==> src/rtl/uart_rx_param.sv <==
// Parametrised UART receiver: configurable divisor, width and parity, framing/parity checks and a
// DEPTH-entry read-ahead FIFO with sticky overrun. Define UART_RX_MAJORITY_EN for 3-sample majority voting.
module uart_rx_param #(
  parameter int CLK_DIV   = 2604,
  parameter int DATA_BITS = 8,
  parameter int PARITY    = 0,
  parameter int DEPTH     = 4
) (
  input  logic                     clk,
  input  logic                     rst_n,
  input  logic                     RX,
  input  logic                     clr_rdy,
  input  logic                     ovr_clr,
  output logic                     rdy,
  output logic [DATA_BITS-1:0]     rx_data,
  output logic                     par_err,
  output logic                     frm_err,
  output logic                     overrun,
  output logic [$clog2(DEPTH):0]   count,
  output logic                     busy
);
  localparam int CW  = $clog2(CLK_DIV);
  localparam int AW  = $clog2(DEPTH);
  localparam int CNW = AW + 1;
  localparam int EW  = DATA_BITS + 2;
  localparam logic [CW-1:0]  HALF_CNT = CW'(CLK_DIV / 2);
  localparam logic [CW-1:0]  FULL_CNT = CW'(CLK_DIV - 1);
  localparam logic [CW-1:0]  CNT_ONE  = CW'(32'd1);
  localparam logic [AW-1:0]  PTR_ONE  = AW'(32'd1);
  localparam logic [CNW-1:0] OCC_ONE  = CNW'(32'd1);
  localparam logic [CNW-1:0] OCC_FULL = CNW'(DEPTH);
  localparam logic [3:0]     LAST_BIT = 4'(DATA_BITS - 1);

  typedef enum logic [2:0] {
    S_IDLE  = 3'd0,
    S_START = 3'd1,
    S_DATA  = 3'd2,
    S_PAR   = 3'd3,
    S_STOP  = 3'd4
  } state_t;

  function automatic logic calc_par_err(input logic [DATA_BITS-1:0] d, input logic pbit);
    return ((^d) ^ pbit) != (PARITY == 2);
  endfunction

  state_t                 state_r, state_s;
  logic                   rx_meta_r, rx_sync_r;
  logic [CW-1:0]          baud_cnt_r;
  logic                   strobe_s, bit_stb_s, bit_val_s, push_s;
  logic [3:0]             bit_idx_r;
  logic [DATA_BITS-1:0]   shift_r;
  logic                   par_err_r;
  logic [EW-1:0]          entry_s;
  logic [EW-1:0]          mem_r [DEPTH];
  logic [AW-1:0]          wr_ptr_r, rd_ptr_r;
  logic [CNW-1:0]         count_r;
  logic                   overrun_r;
  logic                   full_s, pop_s, wr_en_s, drop_s;

  // Two-flop synchroniser on the asynchronous RX pin, idling high
  always_ff @(posedge clk or negedge rst_n) begin
    if (!rst_n) begin
      rx_meta_r <= 1'b1;
      rx_sync_r <= 1'b1;
    end else begin
      rx_meta_r <= RX;
      rx_sync_r <= rx_meta_r;
    end
  end

  assign strobe_s = (state_r != S_IDLE) && (baud_cnt_r == '0);

  // Baud down-counter: half-bit load on start detect, full-bit reload on each strobe, frozen in IDLE
  always_ff @(posedge clk or negedge rst_n) begin
    if (!rst_n) begin
      baud_cnt_r <= '0;
    end else if (state_r == S_IDLE) begin
      if (!rx_sync_r) baud_cnt_r <= HALF_CNT;
    end else if (strobe_s) begin
      baud_cnt_r <= FULL_CNT;
    end else begin
      baud_cnt_r <= baud_cnt_r - CNT_ONE;
    end
  end

`ifdef UART_RX_MAJORITY_EN
  logic samp1_r, samp0_r, stb_d_r;

  // Hold the counter=1 and counter=0 samples; the vote completes with the first post-reload sample
  always_ff @(posedge clk or negedge rst_n) begin
    if (!rst_n) begin
      samp1_r <= 1'b1;
      samp0_r <= 1'b1;
      stb_d_r <= 1'b0;
    end else begin
      stb_d_r <= strobe_s;
      if (baud_cnt_r == CNT_ONE) samp1_r <= rx_sync_r;
      if (strobe_s) samp0_r <= rx_sync_r;
    end
  end

  assign bit_stb_s = stb_d_r;
  assign bit_val_s = (samp1_r & samp0_r) | (samp1_r & rx_sync_r) | (samp0_r & rx_sync_r);
`else
  assign bit_stb_s = strobe_s;
  assign bit_val_s = rx_sync_r;
`endif

  // Frame sequencing; a stop-bit commit returns to IDLE at once so back-to-back starts are not missed
  always_comb begin
    state_s = state_r;
    push_s  = 1'b0;
    case (state_r)
      S_IDLE: begin
        if (!rx_sync_r) state_s = S_START;
        else            state_s = S_IDLE;
      end
      S_START: begin
        if (bit_stb_s) state_s = bit_val_s ? S_IDLE : S_DATA;
        else           state_s = S_START;
      end
      S_DATA: begin
        if (bit_stb_s && (bit_idx_r == LAST_BIT)) state_s = (PARITY != 0) ? S_PAR : S_STOP;
        else                                      state_s = S_DATA;
      end
      S_PAR: begin
        if (bit_stb_s) state_s = S_STOP;
        else           state_s = S_PAR;
      end
      S_STOP: begin
        if (bit_stb_s) begin
          state_s = S_IDLE;
          push_s  = 1'b1;
        end else begin
          state_s = S_STOP;
        end
      end
      default: state_s = S_IDLE;
    endcase
  end

  // State register plus the data/parity capture that follows each committed bit
  always_ff @(posedge clk or negedge rst_n) begin
    if (!rst_n) begin
      state_r   <= S_IDLE;
      bit_idx_r <= 4'd0;
      shift_r   <= '0;
      par_err_r <= 1'b0;
    end else begin
      state_r <= state_s;
      if (state_r == S_IDLE) begin
        bit_idx_r <= 4'd0;
        par_err_r <= 1'b0;
      end else if (bit_stb_s && (state_r == S_DATA)) begin
        shift_r   <= {bit_val_s, shift_r[DATA_BITS-1:1]};
        bit_idx_r <= bit_idx_r + 4'd1;
      end else if (bit_stb_s && (state_r == S_PAR)) begin
        par_err_r <= calc_par_err(shift_r, bit_val_s);
      end
    end
  end

  assign entry_s = {~bit_val_s, par_err_r, shift_r};
  assign full_s  = (count_r == OCC_FULL);
  assign pop_s   = clr_rdy && (count_r != '0);
  // A pop frees the head slot in the same cycle, so a full FIFO can still accept a push alongside it
  assign wr_en_s = push_s && (!full_s || pop_s);
  assign drop_s  = push_s && full_s && !pop_s;

  // FIFO storage, pointers, occupancy and sticky overrun (a new drop beats a clear)
  always_ff @(posedge clk or negedge rst_n) begin
    if (!rst_n) begin
      for (int i = 0; i < DEPTH; i++) mem_r[i] <= '0;
      wr_ptr_r  <= '0;
      rd_ptr_r  <= '0;
      count_r   <= '0;
      overrun_r <= 1'b0;
    end else begin
      if (wr_en_s) begin
        mem_r[wr_ptr_r] <= entry_s;
        wr_ptr_r        <= wr_ptr_r + PTR_ONE;
      end
      if (pop_s) rd_ptr_r <= rd_ptr_r + PTR_ONE;
      if (wr_en_s && !pop_s)      count_r <= count_r + OCC_ONE;
      else if (!wr_en_s && pop_s) count_r <= count_r - OCC_ONE;
      if (drop_s)       overrun_r <= 1'b1;
      else if (ovr_clr) overrun_r <= 1'b0;
    end
  end

  assign rdy     = (count_r != '0);
  assign count   = count_r;
  assign overrun = overrun_r;
  assign busy    = (state_r != S_IDLE);
  assign rx_data = mem_r[rd_ptr_r][DATA_BITS-1:0];
  assign par_err = mem_r[rd_ptr_r][DATA_BITS];
  assign frm_err = mem_r[rd_ptr_r][DATA_BITS+1];

endmodule

==> config.mk <==
export PLATFORM = sky130hd
export DESIGN_NAME = uart_rx_param
export DESIGN_NICKNAME = d
export VERILOG_FILES = /design/src/rtl/uart_rx_param.sv
export SDC_FILE = /design/constraint.sdc
export NUM_CORES = 1
export LEC_CHECK = 0
export CORE_MARGIN = 8
export CORE_UTILIZATION = 59
export DETAILED_ROUTE_END_ITERATION = 10
export PLACE_DENSITY = 0.79
export SLEW_MARGIN = 20
export SYNTH_ARGS = -nofsm -noshare
export SYNTH_HDL_FRONTEND = slang
export SYNTH_SLANG_ARGS = --single-unit
==> constraint.sdc <==
create_clock -name clk -period 3.45 [get_ports clk]
set_input_delay 0.69 -clock clk [delete_from_list [all_inputs] [get_ports clk]]
set_output_delay 0.69 -clock clk [all_outputs]
set_load 0.02 [all_outputs]
==> parameters.txt <==
Parameter                              Value

Worst setup path
  Most common cell type on the critical path ... sky130_fd_sc_hd__xor2_1
  Biggest fanout along the worst timing path ... 6
  Max stage delay cell, worst path ... sky130_fd_sc_hd__nor4_1
  Arrival time at the worst endpoint ... 3070 ps
  R2r setup slk ... 650 ps
  Start of the worst register-to-register path ... baud_cnt_r[4]
  Crit Reg-Reg Endpoint ... count[2]
  Critical Setup Path Class ... register to register
  R2r worst-path depth ... 9
  End point of the critical path ... count[2]
  Buffers and inverters on the worst path ... 1
  Sequence of cells on the critical path ... nor4_1, nand3_1, nor3b_1, ha_1, inv_1, fa_1, xor2_1, nor2_1, xor2_1
  Required time reported for the critical path endpoint ... 3720 ps
  CP startpoint kind ... register
  Critical path's largest stage delay ... approximately 590 ps
  Instance count on the critical path ... 9
  CP Launch Point ... baud_cnt_r[4]
  CP endpoint kind ... register
  Family with the most delay on the worst path ... simple AND/OR/NAND/NOR gates

Synth
  Number of storage elements in the synthesis netlist ... a little under 80
  Cells taking the most area after synthesis ... sky130_fd_sc_hd__dfrtp_1, sky130_fd_sc_hd__mux2_2, sky130_fd_sc_hd__mux4_2
  Number of standard cells after synthesis ... about 280
  Synth area leader ... sky130_fd_sc_hd__dfrtp_1
  Area share of the largest cell type after synthesis ... 50.9%
  Top FF cell, synth ... sky130_fd_sc_hd__dfrtp_1
  Most used standard cell by instance count after synthesis ... sky130_fd_sc_hd__dfrtp_1
  Proportion of synthesized flip-flops having asynchronous set or reset ... 100%
  Most instantiated cells after synthesis ... sky130_fd_sc_hd__dfrtp_1, sky130_fd_sc_hd__mux2_2, sky130_fd_sc_hd__inv_1
  Per-instance average area after synthesis ... approximately 13 um2
  Sequential element share of the synthesized area ... 52.3%
  EDFF count, synth ... 0
  Combined area of all synthesized cells ... roughly 3700 um2
  Distinct cell type count of the synthesized netlist ... 42
  Net count of the mapped netlist ... 298
  Yosys Warn Count ... 0

Clocking
  Clock Path Buffers ... 2
  TritonCTS clock tree ... yes
  # hold bufs at CTS ... 0
  # Post-CTS Setup Buffers ... 0
  Clock transition at the register clock pins on the worst setup and hold paths after CTS ... 80 ps
  H-tree level count ... 3
  TritonCTS Buffers ... 9
  Number of clock sinks ... about 80
  Master cell of the clock root buffer ... sky130_fd_sc_hd__clkbuf_8
  Total of cells resized after clock tree synthesis ... 0
  Worst skew pair latency ... 340 ps

STA
  Achievable clock frequency ... 357 MHz
  Hold Vio Cnt, Final ... 0
  Final critical path time including I/O delays and setup ... 2800 ps
  Slew @ Worst Pin ... 947 ps
  Number of max-slew violations in the final report ... 0
  Setup violations, final ... 0
  Final Skew ... 7.15 ps
  Setup repair after global routing missed its margin ... false
  Setup TNS ... 0 ps
  Fin crit share ... 81.1%
  Final Worst Setup Slack ... 651 ps
  Worst slew margin ... 36.9%

Power
  Static leakage power ... 1.94 nW
  Power Dens Cells ... 398 nW/um2
  Maximum resistive drop on vdd ... about 0.00028 V

Floorplanning
  Die Width ... 95.6 um
  Standard-cell rows ... 29
  Top Ports ... 21
  Initial Util ... 59.9%
  Die height ... 95.6 um
  Die Footprint ... 9140 um2
  Floorplan Core Area ... 6240 um2

Global route
  Vias in the first global route ... 2,534
  Global Route met1 Usage ... between 20% and 30%
  Antenna violations before repair ... 0
  Maximum number of pins on one net before global-route repair ... slightly below 80
  Global route total overflow ... 0
  Met2 usage ... 27.7%
  Total GRT Usage ... roughly 17%
  GR Layer Usage met3 ... about 3.8%
  Global-route wire length before repair ... 11.9 mm
  GRT busiest layer ... met2

Job
  Maxcap violations ... 0

Routing
  Initial drt markers ... 133
  Count of nets left with antenna violations after detail routing ... 0
  Vias/cell ... 6.10
  Total number of vias ... 2,427
  Pre-Repair DR Iteration Count ... 4
  Post-DR wirelength/cell ... about 17 um
  Total Wirelength ... 6.81 mm
  DRC violation count after routing ... 0

Finish
  Layout-stage area growth over the synthesis result ... 15.0%
  Layout cells sized above 1 ... 28.0%
  Antenna Cells ... 0
  Count of non-filler cells in the finished layout ... 398
  Net count, final ... 330
  Core Util, Final ... 68.9%
  # fillers ... 443

Placed design
  Worst slack at placement ... ~600 ps
  Half-perimeter wire length after detailed placement ... 4.55 mm
  Total of buffers placed on input and output ports ... 20
  Number of cells in the design after placement ... 382
  Final weighted congestion in routability-driven placement ... 0.769

Min path
  Class of the tightest hold or removal check ... register to register

Outcome
  Result of the run ... finished clean
-- registers in the layout, indices dropped and copies added, names as in the netlist --
signal	count
bit_val_s	1
par_err_r	1
rd_ptr_r	2
baud_cnt_r	12
overrun	1
bit_idx_r	4
rx_meta_r	1
wr_ptr_r	2
state_r	3
shift_r	8
mem_r	40
count	3
-- layout by cell type (no fill, tap or decap), types with 3 or more instances in the layout --
cell / netlist / final
sky130_fd_sc_hd__mux2_2: 44 / 44
sky130_fd_sc_hd__buf_4: 0 / 9
sky130_fd_sc_hd__nor4_1: 4 / 4
sky130_fd_sc_hd__xnor2_1: 9 / 9
sky130_fd_sc_hd__nor3b_1: 3 / 3
sky130_fd_sc_hd__clkdlybuf4s50_1: 0 / 19
sky130_fd_sc_hd__xor2_1: 4 / 4
sky130_fd_sc_hd__a21oi_1: 10 / 10
sky130_fd_sc_hd__or3_1: 5 / 5
sky130_fd_sc_hd__nor2_1: 10 / 10
sky130_fd_sc_hd__mux2_1: 4 / 4
sky130_fd_sc_hd__a31oi_1: 4 / 4
sky130_fd_sc_hd__nand2_1: 7 / 7
sky130_fd_sc_hd__nand3_4: 4 / 4
sky130_fd_sc_hd__mux4_2: 10 / 10
sky130_fd_sc_hd__nand4_1: 4 / 4
sky130_fd_sc_hd__o21ai_0: 10 / 10
sky130_fd_sc_hd__clkbuf_8: 0 / 11
sky130_fd_sc_hd__ha_1: 8 / 8
sky130_fd_sc_hd__nor3_1: 5 / 5
sky130_fd_sc_hd__dfrtp_1: 76 / 76
sky130_fd_sc_hd__inv_1: 14 / 14
sky130_fd_sc_hd__nand3_1: 11 / 11
-- where the power goes --
group / internal, mW / switching (mW) / leakage, nW
clock network: 0.447 / 0.326 / 0.116
logic: 0.00451 / 0.0196 / 0.784
registers: 0.916 / 0.00117 / 1.04
total: 1.37 / 0.346 / 1.94
-- cell families (layout without fill, tap and decap cells) --
kind of cell / count (synthesis) / count (layout) / share of synthesized area [%]
simple gates: 62 / 62 / 10.9
compound gates: 42 / 42 / 7.36
mux: 58 / 58 / 20.5
buf+inv: 21 / 58 / 2.11
flops: 78 / 78 / 52.3
fa+ha+maj: 9 / 9 / 3.21
xor+xnor: 14 / 14 / 3.65
-- cell type report --
type,count,area [um2],share of cell area (%)
Sequential cell,78,1950,45.5
Multi-Input combinational cell,185,1710,39.7
Timing Repair Buffer,28,258,6.00
Clock buffer,11,151,3.52
Tap cell,77,96.3,2.24
Clock inverter,5,81.3,1.89
Inverter,14,52.6,1.22
-- metrics by stage --
step / total power [mW] / cell area, um2 / hold WS [ps]
2_1_floorplan: 0.937 / 3740 / 345
3_3_place_gp: 0.960 / 4070 / 347
3_5_place_dp: 0.961 / 4070 / 347
4_1_cts: 1.73 / 4300 / 364
5_1_grt: 1.77 / 4300 / 375
6_report: 1.71 / 4300 / 361
-- metal layers --
layer	wire, um	vias to the layer above
met5	0	-
li1	-	1125
met1	3060	1245
met3	298	7
met4	85	0
met2	3360	50
-- how the worst min path moves through the flow --
stage          slack (ps)         to  startpoint  depth (start not counted)
2_1_floorplan         350  bit_val_s   rx_meta_r                          0
3_3_place_gp          350  bit_val_s   rx_meta_r                          0
3_5_place_dp          350  bit_val_s   rx_meta_r                          0
4_1_cts               360  bit_val_s   rx_meta_r                          0
5_1_grt               380  bit_val_s   rx_meta_r                          0
6_report              360  bit_val_s   rx_meta_r                          0
No activity file was read; power rests on OpenSTA's default activity.
